==> src/rtl/uart_rx_pkg.sv <==
`default_nettype none
// ============================================================================
//  Module      : uart_rx_pkg
//  Description : Shared definitions for the byte-wide UART receiver: the
//                receiver state enumeration and the baud divisor helper.
//  Revision    : 1.0 - initial release
// ============================================================================
package uart_rx_pkg;

    // Receiver states. WAIT_HIGH parks the receiver after a framing error
    // until the line returns high, so a held-low line (break) is reported
    // only once.
    typedef enum logic [2:0] {
        IDLE      = 3'd0,
        START     = 3'd1,
        DATA      = 3'd2,
        STOP      = 3'd3,
        WAIT_HIGH = 3'd4
    } rx_state_t;

    // Clock cycles per serial bit (integer division).
    function automatic int unsigned calc_div(input int unsigned clk_hz,
                                             input int unsigned baud);
        return clk_hz / baud;
    endfunction

endpackage
`default_nettype wire

==> src/rtl/sync_2ff.sv <==
`default_nettype none
// ============================================================================
//  Module      : sync_2ff
//  Description : Two-flop synchronizer for a single asynchronous input bit.
//  Ports       : clk - clock
//                rst - synchronous active-high reset (both flops -> RESET_VAL)
//                d   - asynchronous input
//                q   - synchronized output (2 cycles latency)
//  Revision    : 1.0 - initial release
// ============================================================================
module sync_2ff #(
    parameter logic RESET_VAL = 1'b1
) (
    input  logic clk,
    input  logic rst,
    input  logic d,
    output logic q
);

    logic r_meta;
    logic r_sync;

    always_ff @(posedge clk) begin
        if (rst) begin
            r_meta <= RESET_VAL;
            r_sync <= RESET_VAL;
        end else begin
            r_meta <= d;
            r_sync <= r_meta;
        end
    end

    assign q = r_sync;

endmodule
`default_nettype wire

==> src/rtl/uart_rx_byte.sv <==
`default_nettype none
// ============================================================================
//  Module      : uart_rx_byte
//  Description : 8N1 UART receiver. Samples the synchronized line at the
//                middle of each bit, holds the last well-framed byte.
//  Ports       : clk        - clock, CLK_HZ Hz
//                rst        - synchronous active-high reset
//                rxd        - asynchronous serial input, idle high, LSB first
//                byte_out   - last correctly framed byte
//                byte_valid - one-cycle pulse when byte_out updates
//                frame_err  - one-cycle pulse when the stop bit samples low
//                busy       - high whenever the receiver is not idle
//  Revision    : 1.0 - initial release
// ============================================================================
module uart_rx_byte
    import uart_rx_pkg::*;
#(
    parameter int unsigned CLK_HZ = 50_000_000,
    parameter int unsigned BAUD   = 115_200
) (
    input  logic       clk,
    input  logic       rst,
    input  logic       rxd,
    output logic [7:0] byte_out,
    output logic       byte_valid,
    output logic       frame_err,
    output logic       busy
);

    localparam int unsigned c_DIV  = calc_div(CLK_HZ, BAUD);
    localparam int unsigned c_HALF = c_DIV / 2;
    localparam int          c_TW   = (c_DIV > 1) ? $clog2(c_DIV) : 1;

    localparam logic [c_TW-1:0] c_DIV_END  = c_TW'(c_DIV - 1);
    localparam logic [c_TW-1:0] c_HALF_END = c_TW'(c_HALF - 1);

    // Fewer than 4 clocks per bit leaves no usable mid-bit sample point.
    if (c_DIV < 4) begin : g_div_check
        $fatal(1, "uart_rx_byte: CLK_HZ/BAUD must be at least 4");
    end

    logic            w_rxs;
    rx_state_t       r_state,    w_state_nxt;
    logic [c_TW-1:0] r_timer,    w_timer_nxt;
    logic [2:0]      r_bitcnt,   w_bitcnt_nxt;
    logic [7:0]      r_shift,    w_shift_nxt;
    logic [7:0]      r_byte,     w_byte_nxt;
    logic            r_valid,    w_valid_nxt;
    logic            r_err,      w_err_nxt;

    sync_2ff #(
        .RESET_VAL (1'b1)
    ) u_sync (
        .clk (clk),
        .rst (rst),
        .d   (rxd),
        .q   (w_rxs)
    );

    always_ff @(posedge clk) begin
        if (rst) begin
            r_state  <= IDLE;
            r_timer  <= '0;
            r_bitcnt <= '0;
            r_shift  <= '0;
            r_byte   <= '0;
            r_valid  <= 1'b0;
            r_err    <= 1'b0;
        end else begin
            r_state  <= w_state_nxt;
            r_timer  <= w_timer_nxt;
            r_bitcnt <= w_bitcnt_nxt;
            r_shift  <= w_shift_nxt;
            r_byte   <= w_byte_nxt;
            r_valid  <= w_valid_nxt;
            r_err    <= w_err_nxt;
        end
    end

    always_comb begin
        w_state_nxt  = r_state;
        w_timer_nxt  = r_timer + c_TW'(1);
        w_bitcnt_nxt = r_bitcnt;
        w_shift_nxt  = r_shift;
        w_byte_nxt   = r_byte;
        w_valid_nxt  = 1'b0;
        w_err_nxt    = 1'b0;

        case (r_state)
            IDLE: begin
                w_timer_nxt = '0;
                if (!w_rxs) begin
                    w_state_nxt = START;
                end
            end

            // Re-check the start bit half a bit later to reject glitches;
            // the DATA timer then runs from the start-bit centre.
            START: begin
                if (r_timer == c_HALF_END) begin
                    w_timer_nxt = '0;
                    w_state_nxt = w_rxs ? IDLE : DATA;
                end
            end

            DATA: begin
                if (r_timer == c_DIV_END) begin
                    w_timer_nxt  = '0;
                    w_shift_nxt  = {w_rxs, r_shift[7:1]};
                    w_bitcnt_nxt = r_bitcnt + 3'd1;   // 7 wraps to 0 entering STOP
                    if (r_bitcnt == 3'd7) begin
                        w_state_nxt = STOP;
                    end
                end
            end

            // Returning straight to IDLE at the stop-bit centre leaves half a
            // bit to catch a back-to-back start edge.
            STOP: begin
                if (r_timer == c_DIV_END) begin
                    w_timer_nxt = '0;
                    if (w_rxs) begin
                        w_byte_nxt  = r_shift;
                        w_valid_nxt = 1'b1;
                        w_state_nxt = IDLE;
                    end else begin
                        w_err_nxt   = 1'b1;
                        w_state_nxt = WAIT_HIGH;
                    end
                end
            end

            WAIT_HIGH: begin
                w_timer_nxt = '0;
                if (w_rxs) begin
                    w_state_nxt = IDLE;
                end
            end

            default: begin
                w_timer_nxt = '0;
                w_state_nxt = IDLE;
            end
        endcase
    end

    assign byte_out   = r_byte;
    assign byte_valid = r_valid;
    assign frame_err  = r_err;
    assign busy       = (r_state != IDLE);

endmodule
`default_nettype wire

==> config.mk <==
export PLATFORM = sky130hd
export DESIGN_NAME = uart_rx_byte
export DESIGN_NICKNAME = d
export VERILOG_FILES = /design/src/rtl/uart_rx_pkg.sv /design/src/rtl/sync_2ff.sv /design/src/rtl/uart_rx_byte.sv
export SDC_FILE = /design/constraint.sdc
export NUM_CORES = 1
export LEC_CHECK = 0
export BUFFER_PORTS_ARGS = -buffer_cell sky130_fd_sc_hd__buf_4
export CAP_MARGIN = 20
export CELL_PAD_IN_SITES_DETAIL_PLACEMENT = 0
export CELL_PAD_IN_SITES_GLOBAL_PLACEMENT = 2
export CORE_MARGIN = 5
export CORE_UTILIZATION = 40
export DETAILED_ROUTE_END_ITERATION = 8
export PLACE_DENSITY_LB_ADDON = 0.05
export SYNTH_ARGS = -nofsm -noshare
export SYNTH_HDL_FRONTEND = slang
export SYNTH_HIERARCHICAL = 1
export SYNTH_SLANG_ARGS = --single-unit
export TNS_END_PERCENT = 100
==> constraint.sdc <==
create_clock -name clk -period 4.6 [get_ports clk]
set_input_delay 1.38 -clock clk [delete_from_list [all_inputs] [get_ports clk]]
set_output_delay 1.38 -clock clk [all_outputs]
set_load 0.01 [all_outputs]
Word-level counts from Yosys, hierarchy flattened
Index checks and enable logic that the tools add are counted.
- flip-flop bits (word level): 35
- logic and storage cells: 47
- add/sub/neg operators: 2
- equality and inequality tests: 13
- multiplexer cells: 14
- bitwise gates (word level): 2
- reductions and logical operators: 7
- operators with widths (operator ; number):
    3-bit 2-to-1 mux ; 7
    9-bit 2-to-1 mux ; 2
    9-bit one-hot mux with 2 select lines ; 1
    3-bit one-hot mux with 5 select lines ; 1
    2-bit != test, second input constant ; 5
    9-bit by 1-bit adder with 9-bit output, second input constant ; 1
    9-bit by 8-bit == test with 1-bit output, second input constant ; 1
    9-bit == test, second input constant ; 1
    3-bit by 2-bit == test with 1-bit output, second input constant ; 2
    3-bit == test, second input constant ; 2
    6-bit AND reduction ; 1
    3-bit by 1-bit adder with 3-bit output, second input constant ; 1
    3-bit by 1-bit == test with 1-bit output, second input constant ; 1
    3-bit zero test ; 1
    3-bit AND reduction ; 1
    3-bit nonzero test ; 1
    3-bit OR reduction ; 1
    1-bit 2-to-1 mux ; 2
    2-bit 2-to-1 mux ; 1
    2-bit by 1-bit != test with 1-bit output, second input constant ; 1
    1-bit NOT ; 2
    2-bit AND reduction ; 1
    2-bit OR reduction ; 1

Depth between registers and ports, before layout
- depth after elaboration: 4
- depth in mapped cells: 7

By module
The synthesis kept the hierarchy.
- by module, submodules not included (module ; times used ; cells an instance ; area each (sq um)):
    uart_rx_byte ; 1 ; 138 ; 1415.1
    sync_2ff ; 1 ; 4 ; 52.6

Worst setup path before layout
Ideal clock, no wire load.
- path kind: register to output
- from: reg r_state[0]
- to: out busy
- data arrival time: 809 ps
- path slack: 2411 ps
- stages on the path, launching flop included: 3
- path buffers: 1
- cells stage by stage: dfxtp_1 > buf_2 > or3_1
- longest elaborated chain between the ends: 1
- ends and longest elaborated chain (item ; RTL line ; text):
    start, declared ; uart_rx_byte.sv:43 ; rx_state_t r_state, w_state_nxt;
    start signal, assigned ; uart_rx_byte.sv:70 ; r_state <= w_state_nxt;
    3-bit nonzero test ; uart_rx_byte.sv:150 ; assign busy = (r_state != IDLE);
    end, declared ; uart_rx_byte.sv:27 ; output logic busy
No other way between the ends.

Worst setup path in the final report
Same ends and word-level chain as after synthesis.

==> out/metrics.cfg <==
[status]
status = complete, no violations

[synthesis]
avgSynthCellArea_um2 = 10.3
synth_cells = 142
synth_flop_cell = dfxtp_1
ys_ff_latch = 35
async_flop_share = 0
syn_nets = 150
synth_warnings = 6
synth_area_mm2 = 0.00147
synth_cell_type_count = 33
synth-seq-area-share = 0.477
synth-edff-count = 0

[sta]
hold_viol_final = 0
post-route-period-util = 0.559
final.min_clock_period_ns = 2.57
worst_slew_pin_slew_ns = 0.556
relSlewSlack = 0.628
setup_viol = 0
fin_worst_skew_ns = 0.00375
rsz0062_at_grt = no
maxSlewViolCount = 0
fmax_ghz = 0.389
tns_ns = 0

[setup_path]
cp_max_fo = 9
critPathKind = reg -> out
required_ns = 3.22
crit_arrival_ns = 1.19
reg2regPathDepth = 5
regToRegStartpoint = r_timer[0]$_SDFF_PP0_
startpoint_type = register
crit_path_end_kind = output pin
crit_start = r_state[0]$_SDFFE_PP0P_

[power_and_ir_drop]
powerDensity_mw_per_mm2 = 326
power.internal_uw = 445
p_switching_uw = 108
clkPwrFrac = 0.427
p_sw_frac = 0.195
ir_worst_vdd_mv = 0.119
leakage_nw = 0.717
p_comb_frac = 0.019
pwr-share-seq = 0.555

[die]
fp.dieH_um = 70.6
die_w_um = 70.6
rows = 22
ios = 14
start_util = 0.407
fp.coreArea_mm2 = 0.00361
die-area_mm2 = 0.00498

[finish]
area_growth_pct = 15.6
nets = 165
fin_util = 0.471
nFillCells = 363
n_antenna_cell = 0
layout-drive-gt1-share = 0.177

[worst_hold_path]
min_path_cells = 1
hp-start = u_sync/r_meta$_SDFF_PP1_
hold_class = reg -> reg

[global_route]
met3_usage = 0.0440
grtUsageTotal = 0.114
grt_pass1_vias = 967
grt_use_met1 = 0.138
antenna_found_initial = 0
grtUsageMet2 = 0.181
grt_pass1_wl_um = 4480
grt_busiest_layer = met2
overflow = 0
grt_max_degree = 26

[routing]
routed_wl_um = 2470
wl_per_cell_um = 12.0
first_iter_violations = 23
dr_total_vias = 985
drt-pass1-iter-count = 4
ant_nets = 0
viasPerCell = 4.78
post-route-drc-count = 0

[cts]
postCtsResizedCells = 0
cts_htree_levels = 2
cts_buffer_depth = 2
clk_latency_ns = 0.28
cts_buffers = 5
cts_tree = done
cts_hold_buffers = 0
cts_setup_buffers = 0
clkSinkCount = 35
path_clk_slew_ns = 0.07
root_buffer = clkbuf_8

[place]
place_hpwl_um = 1740
place.gp.congestion = 0.696
io_buffer_count = 13

[flow_run]
maxCapViolations = 0

## cell usage in the layout (no fill, tap or decap)
cell / n
nand2_1: 7
nor3b_1: 2
a31o_2: 1
clkbuf_1: 1
dfxtp_1: 35
nor2_2: 1
nor2_1: 31
or3_1: 1
buf_4: 13
nor3_4: 1
mux2i_1: 18
nand4bb_1: 1
a211oi_1: 1
nor3_1: 3
clkbuf_8: 7
xor2_1: 2
nand2b_1: 1
or2_1: 2
nand3_1: 3
nor4_1: 2
o31ai_1: 1
xnor2_1: 6
nand4bb_4: 1
nand4b_1: 1
or4_4: 1
ha_1: 5
nand4b_4: 1
o21ai_0: 2
nor4b_1: 1
xor2_2: 1
a2bb2oi_2: 1
inv_1: 3
nor4bb_1: 1
## per-layer routing
layer,wire [um],share of wire,vias up
met3,121,0.049,7
li1,-,-,510
met1,1140,0.46,455
met5,0,0,-
met4,42,0.017,0
met2,1170,0.47,13
## worst max-delay path, cell delays in order (launching register included)
cell     delay, ns
dfxtp_1       0.40
or3_1         0.37
buf_4         0.15
## power by group through the flow
stage / Combinational [mW] / Sequential, mW / Clock (mW)
5_1_grt: 0.0122 / 0.307 / 0.261
4_1_cts: 0.0107 / 0.307 / 0.248
3_5_place_dp: 0.0106 / 0.314 / 0
6_report: 0.0103 / 0.307 / 0.236
2_1_floorplan: 0.00787 / 0.312 / 0
3_3_place_gp: 0.0105 / 0.314 / 0
## through the flow
stage          hold WS [ns]  area [um^2]  cells  total power, mW  setup slack, ns
6_report              0.408         1700    206            0.553             2.03
2_1_floorplan         0.383         1470    142            0.320             2.41
5_1_grt               0.440         1700    206            0.580             1.98
4_1_cts               0.408         1700    206            0.566             2.02
3_5_place_dp          0.392         1600    198            0.324             2.12
3_3_place_gp          0.394         1600    198            0.324             2.15
## registers in the layout, summed over array words and instances (netlist names), 3 cells and up
register / cells
r_timer: 9
r_bitcnt: 3
r_shift: 8
byte_out: 8
r_state: 3
## layout make-up
type                            instances  area [um^2]  share of cell area
Sequential cell                        35          701               0.413
Multi-Input combinational cell         99          727               0.428
Clock buffer                            8          100              0.0590
Tap cell                               48         60.1              0.0354
Inverter                                3         11.3             0.00664
Timing Repair Buffer                   13         97.6              0.0575
## synth_stat cells (2+ instances only)
cell	number	area, um^2
or2_1	2	12.5
nor4_1	2	12.5
nor3b_1	2	15.0
buf_2	2	10.0
xnor2_1	6	52.6
xor2_1	2	17.5
nor2_1	31	116
mux2i_1	18	180
clkbuf_1	2	7.51
ha_1	5	62.6
o21ai_0	2	10.0
nand2_1	7	26.3
nor3_1	3	15.0
nand3_1	3	15.0
dfxtp_1	35	701
inv_1	3	11.3
## cell families (layout without fill, tap and decap cells)
logic type | after synthesis | count (layout) | share of synthesized area
simple gates | 61 | 61 | 0.238
flops | 35 | 35 | 0.477
mux | 18 | 18 | 0.123
xor+xnor | 9 | 9 | 0.0588
buf+inv | 8 | 24 | 0.0273
compound gates | 6 | 6 | 0.0333
fa+ha+maj | 5 | 5 | 0.0426
## worst paths after layout
kind                             end  slack [ns]
min              u_sync/q$_SDFF_PP1_        0.41
max                             busy        2.03
min reg2reg      u_sync/q$_SDFF_PP1_        0.41
max reg2reg  r_shift[0]$_SDFFE_PP0P_        2.77
Note: power is estimated with default switching activity, not from simulation.
